**config.mk**
```make
export PLATFORM = sky130hd
export DESIGN_NAME = ccd_line_capture
export DESIGN_NICKNAME = d
export VERILOG_FILES = /design/src/rtl/ccd_line_capture.sv
export SDC_FILE = /design/constraint.sdc
export NUM_CORES = 1
export LEC_CHECK = 0
export ABC_AREA = 0
export BUFFER_PORTS_ARGS = -buffer_cell sky130_fd_sc_hd__buf_2
export CAP_MARGIN = 10
export CORE_MARGIN = 1.5
export CORE_UTILIZATION = 50
export DETAILED_ROUTE_END_ITERATION = 16
export PLACE_DENSITY_LB_ADDON = 0.1
export REMOVE_ABC_BUFFERS = 1
export SYNTH_ARGS = -nofsm -noshare
export SYNTH_HDL_FRONTEND = slang
export SYNTH_SLANG_ARGS = --single-unit
export TNS_END_PERCENT = 20
```
**constraint.sdc**
```tcl
create_clock -name clk -period 2.9 [get_ports clk]
set_input_delay 0.435 -clock clk [delete_from_list [all_inputs] [get_ports clk]]
set_output_delay 0.435 -clock clk [all_outputs]
set_load 0.01 [all_outputs]
```
**src/rtl/ccd_line_capture.sv**
```systemverilog
// CCD line capture: watches the sequencer phase clocks, samples reset/signal levels and
// emits CDS pixels on a valid/ready stream. Define CCD_RX_SYNC_EN to add 2-flop phase syncs.
module ccd_line_capture #(
  parameter int unsigned ADC_W  = 12,
  parameter int unsigned NPIX   = 2051,
  parameter int unsigned SETTLE = 8,
  parameter int unsigned CNT_W  = 12
) (
  input  logic             clk,
  input  logic             rst_n,
  input  logic             phi_p,
  input  logic             phi_l1,
  input  logic             phi_l2,
  input  logic             phi_r,
  input  logic [ADC_W-1:0] adc_data,
  output logic [ADC_W-1:0] pix_data,
  output logic [CNT_W-1:0] pix_idx,
  output logic             pix_sol,
  output logic             pix_eol,
  output logic             pix_valid,
  input  logic             pix_ready,
  output logic             line_done,
  output logic             ovf_err,
  output logic             seq_err
);

  localparam int unsigned SW = $clog2(SETTLE + 1);

  typedef enum logic [2:0] {
    StIdle,
    StArmed,
    StRstWait,
    StSigWait,
    StLineEnd
  } state_e;

  state_e state, state_d;

  // phi_l2 carries no timing information this receiver needs
  logic unused_phi_l2;
  assign unused_phi_l2 = phi_l2;

  // Phase inputs packed as {p, l1, r}
  logic [2:0] phi_raw, phi_s, phi_q1, phi_q2;
  assign phi_raw = {phi_p, phi_l1, phi_r};

`ifdef CCD_RX_SYNC_EN
  logic [2:0] phi_sync1, phi_sync2;

  always_ff @(posedge clk or negedge rst_n) begin
    if (!rst_n) begin
      phi_sync1 <= '0;
      phi_sync2 <= '0;
    end else begin
      phi_sync1 <= phi_raw;
      phi_sync2 <= phi_sync1;
    end
  end

  assign phi_s = phi_sync2;
`else
  assign phi_s = phi_raw;
`endif

  always_ff @(posedge clk or negedge rst_n) begin
    if (!rst_n) begin
      phi_q1 <= '0;
      phi_q2 <= '0;
    end else begin
      phi_q1 <= phi_s;
      phi_q2 <= phi_q1;
    end
  end

  logic p_rise, p_fall, l1_rise, r_fall, p_l1_overlap;
  assign p_rise       =  phi_q1[2] & ~phi_q2[2];
  assign p_fall       = ~phi_q1[2] &  phi_q2[2];
  assign l1_rise      =  phi_q1[1] & ~phi_q2[1];
  assign r_fall       = ~phi_q1[0] &  phi_q2[0];
  assign p_l1_overlap =  phi_q1[2] &  phi_q1[1];

  logic [SW-1:0]    settle_cnt;
  logic [CNT_W-1:0] idx;
  logic             rst_valid;
  logic [ADC_W-1:0] rst_smp;

  logic cnt_done, idx_last;
  // Counter is loaded with SETTLE on the edge cycle; reaching 1 marks the SETTLE-th cycle
  assign cnt_done = (settle_cnt == SW'(1));
  assign idx_last = (idx == CNT_W'(NPIX - 1));

  logic [ADC_W:0]   cds_diff;
  logic [ADC_W-1:0] cds_pix;
  assign cds_diff = {1'b0, rst_smp} - {1'b0, adc_data};
  assign cds_pix  = cds_diff[ADC_W] ? '0 : cds_diff[ADC_W-1:0];

  // State register
  always_ff @(posedge clk or negedge rst_n) begin
    if (!rst_n) begin
      state <= StIdle;
    end else begin
      state <= state_d;
    end
  end

  // Next-state logic
  always_comb begin
    state_d = state;
    unique case (state)
      StIdle: begin
        if (p_fall) state_d = StArmed;
      end
      StArmed: begin
        if (p_rise) begin
          state_d = StIdle;
        end else if (r_fall) begin
          state_d = StRstWait;
        end else if (l1_rise && rst_valid) begin
          state_d = StSigWait;
        end
      end
      StRstWait: begin
        if (p_rise) begin
          state_d = StIdle;
        end else if (cnt_done) begin
          state_d = StArmed;
        end
      end
      StSigWait: begin
        if (p_rise) begin
          state_d = StIdle;
        end else if (cnt_done) begin
          state_d = idx_last ? StLineEnd : StArmed;
        end
      end
      StLineEnd: state_d = StIdle;
      default:   state_d = StIdle;
    endcase
  end

  logic line_start, cnt_load, smp_rst, emit, seq_set;

  // Output / control decode
  always_comb begin
    line_start = 1'b0;
    cnt_load   = 1'b0;
    smp_rst    = 1'b0;
    emit       = 1'b0;
    seq_set    = p_l1_overlap;
    line_done  = 1'b0;
    unique case (state)
      StIdle: begin
        line_start = p_fall;
      end
      StArmed: begin
        cnt_load = !p_rise && (r_fall || (l1_rise && rst_valid));
        seq_set  = seq_set | p_rise;
      end
      StRstWait: begin
        smp_rst = !p_rise && cnt_done;
        seq_set = seq_set | p_rise | r_fall | l1_rise;
      end
      StSigWait: begin
        emit    = !p_rise && cnt_done;
        seq_set = seq_set | p_rise | r_fall | l1_rise;
      end
      StLineEnd: begin
        line_done = 1'b1;
      end
      default: ;
    endcase
  end

  // Settle counter, pixel index and reset-level sample
  always_ff @(posedge clk or negedge rst_n) begin
    if (!rst_n) begin
      settle_cnt <= '0;
      idx        <= '0;
      rst_valid  <= 1'b0;
      rst_smp    <= '0;
    end else begin
      if (cnt_load) begin
        settle_cnt <= SW'(SETTLE);
      end else if (settle_cnt != '0) begin
        settle_cnt <= settle_cnt - SW'(1);
      end

      if (line_start) begin
        idx <= '0;
      end else if (emit) begin
        idx <= idx + CNT_W'(1);
      end

      if (line_start || emit) begin
        rst_valid <= 1'b0;
      end else if (smp_rst) begin
        rst_valid <= 1'b1;
      end

      if (smp_rst) begin
        rst_smp <= adc_data;
      end
    end
  end

  // Output register; a pixel arriving while the held one is unaccepted is dropped
  always_ff @(posedge clk or negedge rst_n) begin
    if (!rst_n) begin
      pix_data  <= '0;
      pix_idx   <= '0;
      pix_sol   <= 1'b0;
      pix_eol   <= 1'b0;
      pix_valid <= 1'b0;
      ovf_err   <= 1'b0;
    end else begin
      if (emit && (!pix_valid || pix_ready)) begin
        pix_data  <= cds_pix;
        pix_idx   <= idx;
        pix_sol   <= (idx == '0);
        pix_eol   <= idx_last;
        pix_valid <= 1'b1;
      end else begin
        if (emit) begin
          ovf_err <= 1'b1;
        end
        if (pix_valid && pix_ready) begin
          pix_valid <= 1'b0;
        end
      end
    end
  end

  always_ff @(posedge clk or negedge rst_n) begin
    if (!rst_n) begin
      seq_err <= 1'b0;
    end else if (seq_set) begin
      seq_err <= 1'b1;
    end
  end

endmodule

```
==> metrics.yaml, run 1 <==
synthesis:
  synth_simple_gate_area_frac: 0.157
  postSynthCellCount: 328
  synth_fa_ha_area_frac: 0.0723
  ys_ff_latch: 67
  synth.distinct_cells: 45
  synth_mux_area_frac: 0.0664
  synthXorXnorAreaFrac: 0.0439
  yosys.area.top_type: "dfrtp_1"
  synth_edf_count: 0
  synth-main-ff-cell: "dfrtp_1"
  synth_common_cells: "67 x dfrtp_1, 32 x nand2_1, 31 x nor2_1"
  synth_most_common_cell: "dfrtp_1"
  netlist.area_leader.share: 0.494
  async_flop_share: 1.00
  syn_avg_cell_area_um2: 10.3
  syn-cell-area_um2: 3390
  synth_compound_area_frac: 0.132
  synth_top_family_by_area: "simple AND/OR/NAND/NOR gates"
  synthTopCellsByArea: "dfrtp_1 49%, ha_1 6.6%, mux2_2 6.6%"
  synth_seq_area_share: 0.494
  yosys_warnings: 0
sta:
  fin_crit_ps: 2550
  fmax_mhz: 391
  slew_violations: 0
  hold_violations: 0
  tightest_slew_ps: 770
  fin_crit_sh: 0.881
  setup-violations-final: 0
  skew_ps: 10.5
  fin_tns_setup_ps: 0
  setup_ws_ps: 345
  relSlewSlack: 0.487
  grt_setup_unrepaired: "false"
routing:
  vias: 2491
  route.detailed.drc: 0
  ant_nets: 0
  drt_wl_total_mm: 6.39
  vias_per_cell: 5.36
  dr.pass1.iters: 4
  drt-initial-drc-count: 135
  routedWlPerCell_um: 13.7
worst_setup_path:
  worstSetupPathType: "reg -> reg"
  startpoint_type: "flop"
  crit_path_end_kind: "flop"
  critical_path_arrival_ps: 2760
  cp_max_fo: 8
  worstPathRequired_ps: 3110
clock_tree:
  cts-root-buf: "clkbuf_8"
  ctsResizeCount: 0
  postCtsHoldBufs: 0
  path_clk_slew_ps: 80
  clock-sinks: 67
  cts.path.max_buffers: 2
  postCtsSetupBuffers: 0
  cts_tree: "yes"
  htreeDepth: 3
  insertion_delay_ps: 340
  numCtsBuffers: 9
place:
  hpwl_mm: 4.55
  dp.cells: 449
  gp_congestion: 0.895
  placed_area_um2: 3750
  pre_cts_ws_ps: 345
  io_buffer_count: 47
global_route:
  overflow: 0
  track_usage: 0.199
  antenna_found_initial: 0
  grt_first_pass_wirelength_mm: 11.4
  grt_pass1_vias: 2489
  grt_start_max_net_pins: 35
pwr:
  power_frac_comb: 0.303
  ir_worst_vdd_uv: 413
  pwr_density_cell_nw_per_um2: 783
  switching_share: 0.319
  pwr-share-clk: 0.302
  switchingPower_uw: 998
  seq_power_share: 0.395
  internal_power_mw: 2.13
  power_leakage_nw: 2.03
  fin_total_pwr_mw: 3.12
min_path:
  hold_path.class: "in -> async"
cells_and_area:
  seqCellArea_um2: 1680
  finish.instance_area_um2: 3990
  nFillCells: 551
  layoutNonFillerInstCount: 465
  drive_gt1_frac: 0.242
  nNetsFinal: 421
  multi_input_area_um2: 1600
  area_delta_synth_final_pct: 17.7
  insertedDiodeCount: 0
die:
  core_region_area_um2: 6460
  die_x_um: 85.4
  rows: 29
  floorplan.initialDensity: 0.525
  io_pins: 49
  die_h_um: 85.4
  dieArea_um2: 7280
run_status:
  status: "finished clean"
flow_run:
  drv_cap: 0
-- worst max-delay path, cell delays in order, from the launching register on --
cell      delay, ps
dfrtp_1         390
inv_1           100
ha_1            140
or3b_4          410
or4_1           720
a211oi_4        330
nand3_1         140
xor2_1          140
nor2_1           50
-- sequential cells by signal, summed over array words and instances, names as in the netlist, 3 cells and up --
name        cells
idx            12
phi_q1          3
phi_q2          3
pix_data       12
pix_idx        12
rst_smp        12
settle_cnt      4
state           3
-- per-stage QoR --
step	util	hold WS [ps]
3_5_place_dp	0.580	373
2_1_floorplan	-	139
4_1_cts	0.618	183
3_3_place_gp	0.580	360
5_1_grt	0.618	176
6_report	0.618	160
-- layer usage --
layer	share of wire	track usage	vias up
li1	-	-	1258
met2	0.49	0.325	52
met3	0.032	0.0379	13
met1	0.46	0.257	1168
met4	0.018	0.0938	0
met5	0	0	-
-- layout by cell type (no fill, tap or decap), types with 2 or more instances in the layout --
master,n
a21o_1,2
o31ai_1,5
inv_1,21
bufinv_16,3
mux2_2,20
buf_4,5
nor3_1,4
ha_1,18
a211o_1,3
clkbuf_8,10
nand4_1,2
a21oi_1,10
o41ai_1,4
clkinv_2,2
nand2b_1,6
nand3b_1,3
xor2_1,9
nand2_1,32
o21a_1,3
xnor2_1,8
dfrtp_1,67
a211oi_1,5
nor2_1,31
and4b_1,2
o211ai_1,4
nand3_1,12
nor3_2,2
and3_1,2
a22o_1,4
nor2b_1,5
or2_2,2
o21ai_0,17
buf_2,47
o22ai_1,2
or3_1,2
-- final cells by class --
type | instances | share of cell area
Sequential cell | 67 | 0.420
Multi-Input combinational cell | 231 | 0.402
Timing Repair Buffer | 53 | 0.0734
Clock buffer | 11 | 0.0354
Clock inverter | 5 | 0.0251
Tap cell | 77 | 0.0241
Inverter | 21 | 0.0198
-- power groups by stage --
stage          Sequential (mW)  Clock [mW]  Combinational (mW)
5_1_grt                   1.26        1.00                1.09
4_1_cts                   1.23       0.969               0.958
2_1_floorplan             1.24           0               0.701
3_5_place_dp              1.25           0               0.953
6_report                  1.23       0.943               0.947
3_3_place_gp              1.24           0               0.936
-- path summary, 6_finish.rpt --
check                      cells after the start     startpoint  slack, ps     endpoint
setup / recovery                               8  settle_cnt[1]        350      idx[11]
hold / removal                                 1          rst_n        160  pix_idx[10]
setup reg to reg                               8  settle_cnt[1]        350      idx[11]
hold reg to reg                                0      phi_q1[0]        380    phi_q2[0]
max in group asynchronous                      2          rst_n       2080       idx[3]
min in group clk                               1          phi_p        200    phi_q1[2]
-- kinds of logic (layout without fill, tap and decap cells) --
group,after synthesis,count (layout)
and+or+nand+nor,110,110
DFF,67,67
AOI/OAI and AO/OA,65,65
buffers and inverters,30,90
muxes,20,20
adders and majority gates,19,19
xor gates and xnor gates,17,17
(Power assumes the default switching activity.)
==> run 2, diff against run 1 <==
--- a/config.mk
+++ b/config.mk
@@ -5,7 +5,7 @@
 export SDC_FILE = /design/constraint.sdc
 export NUM_CORES = 1
 export LEC_CHECK = 0
-export ABC_AREA = 0
+export ABC_AREA = 1
 export BUFFER_PORTS_ARGS = -buffer_cell sky130_fd_sc_hd__buf_2
 export CAP_MARGIN = 10
 export CORE_MARGIN = 1.5
==> run 2 against run 1 <==
  * Worst setup slack better by 450 ps
  * Critical path depth up 4
  * Maximum frequency up 21%
  * Global-route usage up 2.3 points
  * Count of clock-buffer cells in the layout unchanged
==> metrics.yaml, run 2 <==
synthesis:
  ys_ff_latch: 67
  yosys.area.top_type: "dfrtp_1"
  synth.distinct_cells: 34
  synth-main-ff-cell: "dfrtp_1"
  syn-cell-area_um2: 3710
  synthTopCellsByArea: "dfrtp_1 45%, nand2_1 15%, inv_1 7.1%"
  netlist.area_leader.share: 0.452
  synth_seq_area_share: 0.452
  yosys_warnings: 0
  synth_edf_count: 0
  synth_most_common_cell: "nand2_1"
  synth_common_cells: "148 x nand2_1, 70 x inv_1, 67 x dfrtp_1"
  syn_avg_cell_area_um2: 7.71
  async_flop_share: 1.00
  postSynthCellCount: 481
die:
  die_h_um: 89.1
  floorplan.initialDensity: 0.514
  rows: 31
  io_pins: 49
  core_region_area_um2: 7210
  dieArea_um2: 7940
  die_x_um: 89.1
clock_tree:
  insertion_delay_ps: 340
  postCtsHoldBufs: 0
  path_clk_slew_ps: 80
  cts.path.max_buffers: 2
  cts_tree: "yes"
  clock-sinks: 67
  htreeDepth: 3
  cts-root-buf: "clkbuf_8"
  ctsResizeCount: 0
  postCtsSetupBuffers: 0
  numCtsBuffers: 9
global_route:
  overflow: 0
  grt_start_max_net_pins: 68
  grt_pass1_vias: 3060
  grt_first_pass_wirelength_mm: 13.6
  track_usage: 0.222
  antenna_found_initial: 0
routing:
  ant_nets: 0
  drt-initial-drc-count: 181
  routedWlPerCell_um: 12.5
  dr.pass1.iters: 4
  vias_per_cell: 4.99
  route.detailed.drc: 0
  vias: 3179
  drt_wl_total_mm: 7.95
worst_setup_path:
  crit_path_end_kind: "flop"
  worstSetupPathType: "reg -> reg"
  worstPathRequired_ps: 3140
  critical_path_arrival_ps: 2340
  cp_max_fo: 9
  startpoint_type: "flop"
flow_run:
  drv_cap: 0
place:
  pre_cts_ws_ps: 681
  gp_congestion: 0.908
  dp.cells: 621
  hpwl_mm: 5.63
  io_buffer_count: 47
  placed_area_um2: 4030
cells_and_area:
  nNetsFinal: 571
  final_core_util: 0.591
  drive_gt1_frac: 0.147
  mostFrequentLayoutCell: "nand2_1"
  finish.instance_area_um2: 4260
  nFillCells: 687
  final_cell_mix: "148 x nand2_1, 70 x inv_1, 67 x dfrtp_1, 47 x buf_2, 40 x o21ai_0"
  layoutNonFillerInstCount: 637
  insertedDiodeCount: 0
  area_delta_synth_final_pct: 15.0
sta:
  grt_setup_unrepaired: "false"
  fin_crit_ps: 2100
  hold_violations: 0
  fin_crit_sh: 0.726
  setup-violations-final: 0
  whs_ps: 189
  fmax_mhz: 475
  fin_tns_setup_ps: 0
  skew_ps: 6.67
  setup_ws_ps: 796
  relSlewSlack: 0.435
  tightest_slew_ps: 847
  slew_violations: 0
run_status:
  status: "finished clean"
pwr:
  pwr_density_cell_nw_per_um2: 815
  ir_worst_vdd_uv: 347
  fin_total_pwr_mw: 3.48
  power_leakage_nw: 2.34
min_path:
  hold_path.class: "in -> reg"
[run 2: cell count changes in the layout (fill, tap and decap cells not counted), sizes merged, moves of 8 or more]
cell,change
nand4,+8
mux2,-20
nand3,+18
inv,+53
nand2,+119
o21ai,+30
[run 2: critical path, stage by stage (launching register included)]
cell and delay [ps]:
dfrtp_1 360, inv_1 70, ha_1 160, inv_1 80, fa_1 430, nand3_1 90
nand3_1 170, nand3_1 120, nand3_1 130, nand2_4 150, clkinv_1 120, nand2_1 80
nand2_1 50
[run 2: cells by family after synthesis]
| family | count (synthesis) | synth area share |
|---|---|---|
| simple gates | 240 | 0.278 |
| buf+inv | 82 | 0.0894 |
| compound gates | 67 | 0.101 |
| flops | 67 | 0.452 |
| fa+ha+maj | 19 | 0.0661 |
| xor+xnor | 6 | 0.0142 |
[run 2: layout make-up]
type                    count  area [µm²]  area share
multi-input cells         332        1700       0.399
flip-flops and latches     67        1680       0.393
inverters                  75         285      0.0669
repair buffers             48         243      0.0569
clock buffers              11         151      0.0355
well taps                  99         124      0.0290
clock inverters             5        83.8      0.0197
[run 2: worst paths after layout]
kind | start | end | slack [ps] | depth (start not counted)
min | phi_p | phi_q1[2] | 190 | 1
min in group asynchronous | rst_n | pix_idx[5] | 270 | 2
max | rst_smp[0] | pix_data[11] | 800 | 12
min reg2reg | phi_q1[0] | phi_q2[0] | 400 | 0
max in group asynchronous | rst_n | rst_smp[6] | 2070 | 2
max reg2reg | rst_smp[0] | pix_data[11] | 800 | 12
[run 2: where the power goes]
part	switching, mW	internal, mW	total (mW)
sequential	0.142	1.15	1.29
combinational	0.778	0.492	1.27
clock	0.385	0.534	0.920
total	1.31	2.17	3.48
[run 2: layer usage]
layer  GRT usage  vias to the layer above  share of wire
met5           0                        -              0
met4      0.0993                        0         0.0067
met3      0.0388                        4          0.027
met2       0.377                       56           0.51
met1       0.278                     1489           0.46
li1            -                     1630              -
